## src/rtl/lcm_seq_if.sv

```systemverilog
// Request/response bundle between the GCD stage side and the LCM sequencer.
// The requester drives start and the operands; the sequencer returns status and result.
interface lcm_seq_if #(
    parameter int unsigned W = 7
);
    logic             start;
    logic [W-1:0]     A;
    logic [W-1:0]     B;
    logic [W-1:0]     G;
    logic             busy;
    logic             done;
    logic             err;
    logic [2*W-1:0]   LCM;

    modport master (output start, A, B, G, input busy, done, err, LCM);
    modport slave  (input start, A, B, G, output busy, done, err, LCM);
endinterface

```

## src/rtl/lcm_seq.sv

```systemverilog
// Sequential LCM unit: restoring divide A/G, then shift-add multiply by B.
// Error when G is zero or leaves a remainder; zero operands short-circuit.
module lcm_seq #(
    parameter int unsigned W = 7
) (
    input  logic      clk,
    input  logic      rst_n,
    lcm_seq_if.slave  bus
);
    localparam int unsigned LW = 2 * W;
    localparam int unsigned CW = $clog2(W + 1);

    typedef enum logic [1:0] {IDLE, DIV, MUL, FIN} state_e;

    state_e          state_q, state_d;
    logic [CW-1:0]   cnt_q, cnt_d;
    logic [W-1:0]    a_q, a_d;
    logic [W-1:0]    g_q, g_d;
    logic [W:0]      rem_q, rem_d;
    logic [W-1:0]    quo_q, quo_d;
    logic [LW-1:0]   b_q, b_d;
    logic [LW-1:0]   acc_q, acc_d;
    logic            err_pend_q, err_pend_d;
    logic            busy_q, busy_d;
    logic            done_q, done_d;
    logic            err_q, err_d;
    logic [LW-1:0]   lcm_q, lcm_d;
    logic [W+1:0]    trial;
    logic            last_iter;

    // Next-state and datapath; FIN is the single place a result is published.
    always_comb begin
        state_d    = state_q;
        cnt_d      = cnt_q;
        a_d        = a_q;
        g_d        = g_q;
        rem_d      = rem_q;
        quo_d      = quo_q;
        b_d        = b_q;
        acc_d      = acc_q;
        err_pend_d = err_pend_q;
        err_d      = err_q;
        lcm_d      = lcm_q;
        done_d     = 1'b0;
        last_iter  = (cnt_q == CW'(W - 1));
        trial      = {rem_q, a_q[W-1]} - {2'b00, g_q};

        case (state_q)
            IDLE: begin
                if (bus.start) begin
                    a_d        = bus.A;
                    g_d        = bus.G;
                    b_d        = LW'(bus.B);
                    rem_d      = '0;
                    quo_d      = '0;
                    acc_d      = '0;
                    cnt_d      = '0;
                    err_pend_d = 1'b0;
                    if (bus.A == '0 || bus.B == '0) begin
                        state_d = FIN;
                    end else if (bus.G == '0) begin
                        err_pend_d = 1'b1;
                        state_d    = FIN;
                    end else begin
                        state_d = DIV;
                    end
                end
            end
            DIV: begin
                // Negative trial (MSB set) means restore: keep the shifted remainder.
                rem_d = trial[W+1] ? {rem_q[W-1:0], a_q[W-1]} : trial[W:0];
                quo_d = {quo_q[W-2:0], ~trial[W+1]};
                a_d   = {a_q[W-2:0], 1'b0};
                cnt_d = last_iter ? '0 : cnt_q + CW'(1);
                if (last_iter) begin
                    if (rem_d != '0) begin
                        err_pend_d = 1'b1;
                        state_d    = FIN;
                    end else begin
                        state_d = MUL;
                    end
                end
            end
            MUL: begin
                if (quo_q[0]) acc_d = acc_q + b_q;
                b_d   = {b_q[LW-2:0], 1'b0};
                quo_d = {1'b0, quo_q[W-1:1]};
                cnt_d = last_iter ? '0 : cnt_q + CW'(1);
                if (last_iter) state_d = FIN;
            end
            FIN: begin
                done_d  = 1'b1;
                err_d   = err_pend_q;
                lcm_d   = err_pend_q ? '0 : acc_q;
                state_d = IDLE;
            end
            default: state_d = IDLE;
        endcase

        busy_d = (state_d != IDLE);
    end

    always_ff @(posedge clk or negedge rst_n) begin
        if (!rst_n) begin
            state_q    <= IDLE;
            cnt_q      <= '0;
            a_q        <= '0;
            g_q        <= '0;
            rem_q      <= '0;
            quo_q      <= '0;
            b_q        <= '0;
            acc_q      <= '0;
            err_pend_q <= 1'b0;
            busy_q     <= 1'b0;
            done_q     <= 1'b0;
            err_q      <= 1'b0;
            lcm_q      <= '0;
        end else begin
            state_q    <= state_d;
            cnt_q      <= cnt_d;
            a_q        <= a_d;
            g_q        <= g_d;
            rem_q      <= rem_d;
            quo_q      <= quo_d;
            b_q        <= b_d;
            acc_q      <= acc_d;
            err_pend_q <= err_pend_d;
            busy_q     <= busy_d;
            done_q     <= done_d;
            err_q      <= err_d;
            lcm_q      <= lcm_d;
        end
    end

    assign bus.busy = busy_q;
    assign bus.done = done_q;
    assign bus.err  = err_q;
    assign bus.LCM  = lcm_q;
endmodule

```

## src/flat_wrapper.sv

```systemverilog
// flat-port wrapper written by rule: the top's interface ports become plain ports
module lcm_seq_flat 
#(
    parameter int unsigned W = 7
)
  (clk, rst_n, bus_start, bus_A, bus_B, bus_G, bus_busy, bus_done, bus_err, bus_LCM);
  lcm_seq_if #(.W(W)) bus_i ();
  input  logic clk;
  input  logic rst_n;
  input wire logic [$bits(bus_i.start)-1:0] bus_start;
  input wire logic [$bits(bus_i.A)-1:0] bus_A;
  input wire logic [$bits(bus_i.B)-1:0] bus_B;
  input wire logic [$bits(bus_i.G)-1:0] bus_G;
  output wire logic [$bits(bus_i.busy)-1:0] bus_busy;
  output wire logic [$bits(bus_i.done)-1:0] bus_done;
  output wire logic [$bits(bus_i.err)-1:0] bus_err;
  output wire logic [$bits(bus_i.LCM)-1:0] bus_LCM;
  assign bus_i.start = bus_start;
  assign bus_i.A = bus_A;
  assign bus_i.B = bus_B;
  assign bus_i.G = bus_G;
  assign bus_busy = bus_i.busy;
  assign bus_done = bus_i.done;
  assign bus_err = bus_i.err;
  assign bus_LCM = bus_i.LCM;
  lcm_seq #(.W(W)) u_core (.clk(clk), .rst_n(rst_n), .bus(bus_i));
endmodule
```

## config.mk

```make
export PLATFORM = sky130hd
export DESIGN_NAME = lcm_seq_flat
export DESIGN_NICKNAME = d
export VERILOG_FILES = /design/src/rtl/lcm_seq_if.sv /design/src/rtl/lcm_seq.sv /design/src/flat_wrapper.sv
export SDC_FILE = /design/constraint.sdc
export NUM_CORES = 1
export LEC_CHECK = 0
export ABC_CLOCK_PERIOD_IN_PS = 3530
export CAP_MARGIN = 20
export CELL_PAD_IN_SITES_DETAIL_PLACEMENT = 0
export CELL_PAD_IN_SITES_GLOBAL_PLACEMENT = 1
export CORE_ASPECT_RATIO = 0.75
export CORE_UTILIZATION = 45
export CTS_CLUSTER_DIAMETER = 30
export DETAILED_ROUTE_END_ITERATION = 12
export PLACE_DENSITY = 0.8
export SYNTH_ARGS = -nofsm -noshare
export SYNTH_HDL_FRONTEND = slang
export SYNTH_SLANG_ARGS = --single-unit
export TNS_END_PERCENT = 30
```

## constraint.sdc

```tcl
create_clock -name clk -period 3.53 [get_ports clk]
set_input_delay 0.353 -clock clk [delete_from_list [all_inputs] [get_ports clk]]
set_output_delay 0.353 -clock clk [all_outputs]
set_load 0.005 [all_outputs]
```

* After elaboration in Yosys (flattened, before gate mapping)
Index checks and enable logic that the tools add are counted.
** Storage, ports and cells
- Register bits :: 80
- Input port bits :: 24
- Output and inout bits :: 17
- Word-level logic and storage cells :: 74
** Cells by class
- $add $sub $neg :: 3
- Eq/ne operators :: 8
- Mux-type cells :: 30
- Bitwise operators :: 1
- Reductions and logical operators :: 19
** Operators with widths (number)
- 2-to-1 mux 14 bit :: 4
- one-hot mux 14 bit (2 select lines) :: 2
- logical NOT 7 bit :: 3
- one-hot mux 7 bit (3 select lines) :: 1
- 2-to-1 mux 8 bit :: 2
- one-hot mux 8 bit (2 select lines) :: 1
- adder 14 bit :: 1
- 2-to-1 mux 7 bit :: 2
- one-hot mux 7 bit (2 select lines) :: 1
- 2-to-1 mux 2 bit :: 5
- AND reduction 2 bit :: 5
- subtractor 9 x 7 -> 9 bit :: 1
- one-hot mux 2 bit (4 select lines) :: 1
- nonzero test 2 bit :: 4
- nonzero test 8 bit :: 1
- 2-to-1 mux 1 bit :: 7
- 2-to-1 mux 3 bit :: 2
- != test 2 x 1 -> 1 bit (second input constant) :: 3
- one-hot mux 3 bit (2 select lines) :: 1
- == test 2 bit (second input constant) :: 2
- AND reduction 4 bit :: 1
- adder 3 x 1 -> 3 bit (second input constant) :: 1
- == test 3 bit (second input constant) :: 1
- AND reduction 3 bit :: 1
- 8 further kinds :: 8

* Logic depth before layout (Yosys ltp)
- Depth after elaboration :: 7
- Gate-level depth with buffers :: 11
- Gate-level depth less buffers :: 11

* Worst setup path after synthesis
OpenSTA, ideal clock, no wires.
- Path type :: register -> register
- Start :: register u_core.a_q[6]
- End :: register u_core.busy_q, in the netlist u_core.bus.busy
- Library setup time :: 0.131 ns
- Arrival time :: 2.394 ns
- Required time :: 3.399 ns
- Slack :: 1.005 ns
- Cell stages (with the launch flop) :: 12
- Buffers on the path :: 0
- Period minus slack after synthesis :: 2.525 ns
- Cells stage by stage :: dfrtp_1 -> inv_1 -> ha_1 -> inv_1 -> fa_1 -> a211oi_2 -> or2_2 -> a221oi_1 -> a2111oi_0 -> a21oi_2 -> nor3_2 -> o21bai_1
** On the way
- Longest elaborated chain between the ends :: 7
** Ends and longest elaborated chain
- start: declaration :: line lcm_seq.sv:17 : logic [W-1:0] a_q, a_d;
- start signal: assignment :: line lcm_seq.sv:107 : a_q <= '0;
- start signal: assignment :: line lcm_seq.sv:121 : a_q <= a_d;
- subtractor 9 x 7 -> 9 bit :: line lcm_seq.sv:46 : trial = {rem_q, a_q[W-1]} - {2'b00, g_q};
- 2-to-1 mux 8 bit * :: line lcm_seq.sv:71 : rem_d = trial[W+1] ? {rem_q[W-1:0], a_q[W-1]} : trial[W:0];
- nonzero test 8 bit * :: line lcm_seq.sv:76 : if (rem_d != '0) begin
- 2-to-1 mux 1 bit * :: line lcm_seq.sv:76
- 2-to-1 mux 2 bit * :: line lcm_seq.sv:75 : if (last_iter) begin
- one-hot mux 2 bit (4 select lines) * :: line lcm_seq.sv:48 : case (state_q)
- nonzero test 2 bit * :: line lcm_seq.sv:100 : busy_d = (state_d != IDLE);
- via u_core.busy_d :: line lcm_seq.sv:24 : logic busy_q, busy_d;
- end signal: assignment :: line lcm_seq.sv:128 : busy_q <= busy_d;
- end: declaration :: line lcm_seq.sv:24
Mark *: on every way through the listed nets, which the timed path passes. The rest lies on a longest branch.
A chain may end at the register's enable or synchronous reset.

* Worst setup path in the final report
Same ends and word-level chain as after synthesis.

==> metrics.csv <==
metric,value,unit
die width,118.4,microns
htree depth,3,
Port Buffer Count,40,
R2R setup slack,0.61,ns
syn_nets,523,
Netlist cell types,55,
synthesized cell area,4571,sq um
Area growth syn-to-layout,18.94,%
Syn Area/Cell,9.663,sq um
Seq pwr share,30.4,%
drt total wl,10420,microns
switching share of power,42.13,%
CTS tree,done,
Rel. slew slack,55.30,%
ANT cells,0,
Final Max Slew Viols,0,
DP Wirelength,7549,microns
post-route setup slack,0.6082,ns
Cell Int Power,2.649,mW
design area,5436,sq um
vias,3600,
Crit. Startpoint,u_core.a_q[6],
RR Startpoint,u_core.a_q[6],
VDD IR max,425.3,uV
root buffer cell,clkbuf_16,
Yosys top cell by area,dfrtp_1,
ys async rst share,100.0,%
Critical Path Sink Type,flip-flop,
PD cells,842.0,nW/um^2
footprint of the multi-input gates,2366,sq um
Setup WS pre-CTS,0.6288,ns
Final Hold Viols,0,
Synth Warn #,0,
final setup violating endpoints,0,
Vias/cell,5.538,
Synth area leaders,"dfrtp_1, ha_1, a22o_1",
Die Y,89.28,microns
post-CTS sizing,0,
crit path max fanout,8,
synth cell count leaders,"dfrtp_1, nand2_1, o21ai_0",
Placed Area,5115,sq um
CTS clock-pin slew for the worst setup and hold paths,0.06,ns
combinational fraction of design power,50.4,%
met1 WL,5578,microns
f_max,342.3,MHz
Worst EP required,3.74,ns
row count,31,
reg2reg end,u_core.bus.busy,
top_reg_cell synth,dfrtp_1,
"Seq/Total Area, Yosys",43.80,%
net switching power,1.928,mW
post-layout minimum cycle time,2.922,ns
number of global-route vias before repair,3240,
TNS Setup,0,ns
first-pass GRT wire length,17240,microns
status,"finished, final reports clean",
Filler Cells Inserted,876,
largest net degree at the start of global routing,81,
type of origin of the critical path,flip-flop,
clk_skew,0.005072,ns
Overflow after GRT,0,
Initial DRC Count,306,
Yosys reg bits,80,
GRT Overall Usage,21.21,%
Syn Inst Count,473,
Hold Crit Class,input port to async pin,
CTS Buf Count,9,
Worst Reg-to-Reg Cells,11,
WS Path Type,flip-flop to flip-flop,
unrepaired setup endpoints after global routing,false,
Final period util,82.77,%
number of flops mapped to enable cells by yosys,0,
die area,10570,sq um
num ports,41,
arrival time worst endpoint,3.13,ns
clock network power share,19.2,%
most frequent cell after synthesis,dfrtp_1,
remaining antenna violation count after routing,0,
Pwr Total,4.577,mW
First-pass DRT Iterations,5,
fin nets,563,
Synth top area share,43.80,%
initial antenna violation count,0,
Least-Margin Pin Slew,0.6689,ns
CTS max path bufs,2,
met3 wire length,585,microns
worst skew pair latency,0.33,ns
Initial Util,46.76,%
DR WL met2,4143,microns
core footprint,9774,sq um
average wire per standard cell,16.03,microns
CP endpoint,u_core.bus.busy,
TritonCTS Sinks,80,
layout cells sized above 1,8.687,%
max-cap viol count,0,
P_leak,2.385,nW
RePlAce Congestion,0.8626,
register area,2002,sq um
DRC,0,
top routing layer used,met4,
## layout make-up
cell class	instances	share of cell area [%]
clock inverters	5	0.5754
flip-flops and latches	80	36.82
inverters	31	2.140
repair buffers	51	9.252
clock buffers	11	4.649
well taps	132	3.038
multi-input cells	340	43.52
## kinds of logic (layout without fill, tap and decap cells)
family	Yosys count	in the layout	share of synthesized area, %
compound gates	153	153	22.61
xor+xnor	12	12	2.299
fa+ha+maj	26	26	7.446
buf+inv	53	98	4.435
flops	80	80	43.80
mux	21	21	4.845
simple gates	128	128	14.56
## power by group through the flow
stage	Clock, mW	Sequential [mW]	Combinational, mW
floorplan	0	1.32	1.77
global placement	0	1.40	2.26
detailed placement	0	1.41	2.27
CTS	0.900	1.39	2.29
global route	0.942	1.43	2.56
finish	0.879	1.39	2.31
## through the flow
step / hold slack (ns) / cells / utilization, %
3_5_place_dp: 0.4754 / 632 / 52.33
4_1_cts: 0.2291 / 648 / 55.24
6_report: 0.3705 / 650 / 55.62
2_1_floorplan: 0.05741 / 473 / -
3_3_place_gp: 0.4658 / 632 / 52.33
5_1_grt: 0.3688 / 650 / 55.62
## state kept, by name, summed over array words and instances (netlist names)
signal	count
u_core.acc_q	14
u_core.b_q	14
u_core.bus.LCM	14
u_core.rem_q	8
u_core.a_q	7
u_core.g_q	7
u_core.quo_q	7
u_core.cnt_q	3
u_core.state_q	2
u_core.bus.busy	1
u_core.bus.done	1
u_core.bus.err	1
u_core.err_pend_q	1
## repair_timing
action | 4_1_cts | 5_1_grt
hold buffers | 0 | 1
hold endpoints to repair | 0 | 5
setup buffers | 0 | 0
## critical path, stage by stage (launching register included)
cell and delay, ns:
dfrtp_1 0.40, inv_1 0.06, ha_1 0.14, inv_1 0.05
fa_1 0.41, a211oi_2 0.33, nor2_1 0.15, a221oi_4 0.50
nor4b_2 0.27, o21ai_1 0.13, nor3_2 0.25, o21bai_1 0.09
## how the worst min path moves through the flow
stage / startpoint / end / slack (ns)
global placement: u_core.a_q[3] / u_core.a_q[3] / 0.47
detailed placement: u_core.a_q[2] / u_core.a_q[2] / 0.48
CTS: rst_n / u_core.g_q[5] / 0.23
global route: rst_n / u_core.g_q[2] / 0.37
floorplan: rst_n / u_core.a_q[0] / 0.06
finish: rst_n / u_core.g_q[4] / 0.37
## routing by layer
metal / up-vias / GRT usage (%)
met5: - / 0
met3: 8 / 4.656
met4: 0 / 5.869
met2: 74 / 28.93
met1: 1705 / 33.17
li1: 1813 / -
## cells in the final DEF (no fill, tap or decap), drive strengths merged, types with 3 or more instances in the layout
cell type      netlist  routed
ha                  24      24
a211oi               4       4
nand2b               5       5
nand3                7       7
a22oi                5       5
nand3b              15      15
mux2i               12      12
or3                  3       3
a21oi               25      25
nor3                13      13
dfrtp               80      80
mux2                 9       9
a21o                 7       7
o22ai               15      15
clkinv               0       4
nor2                24      24
o21a                 8       8
clkbuf              20      11
or4                  3       3
o31ai                8       8
xor2                 5       5
nand2               39      39
xnor2                7       7
nor4                 5       5
clkdlybuf4s50        0      39
buf                  2      11
nor3b                3       3
a22o                20      20
o21ai               44      44
inv                 31      31
o21bai               3       3
(Power assumes the default switching activity.)
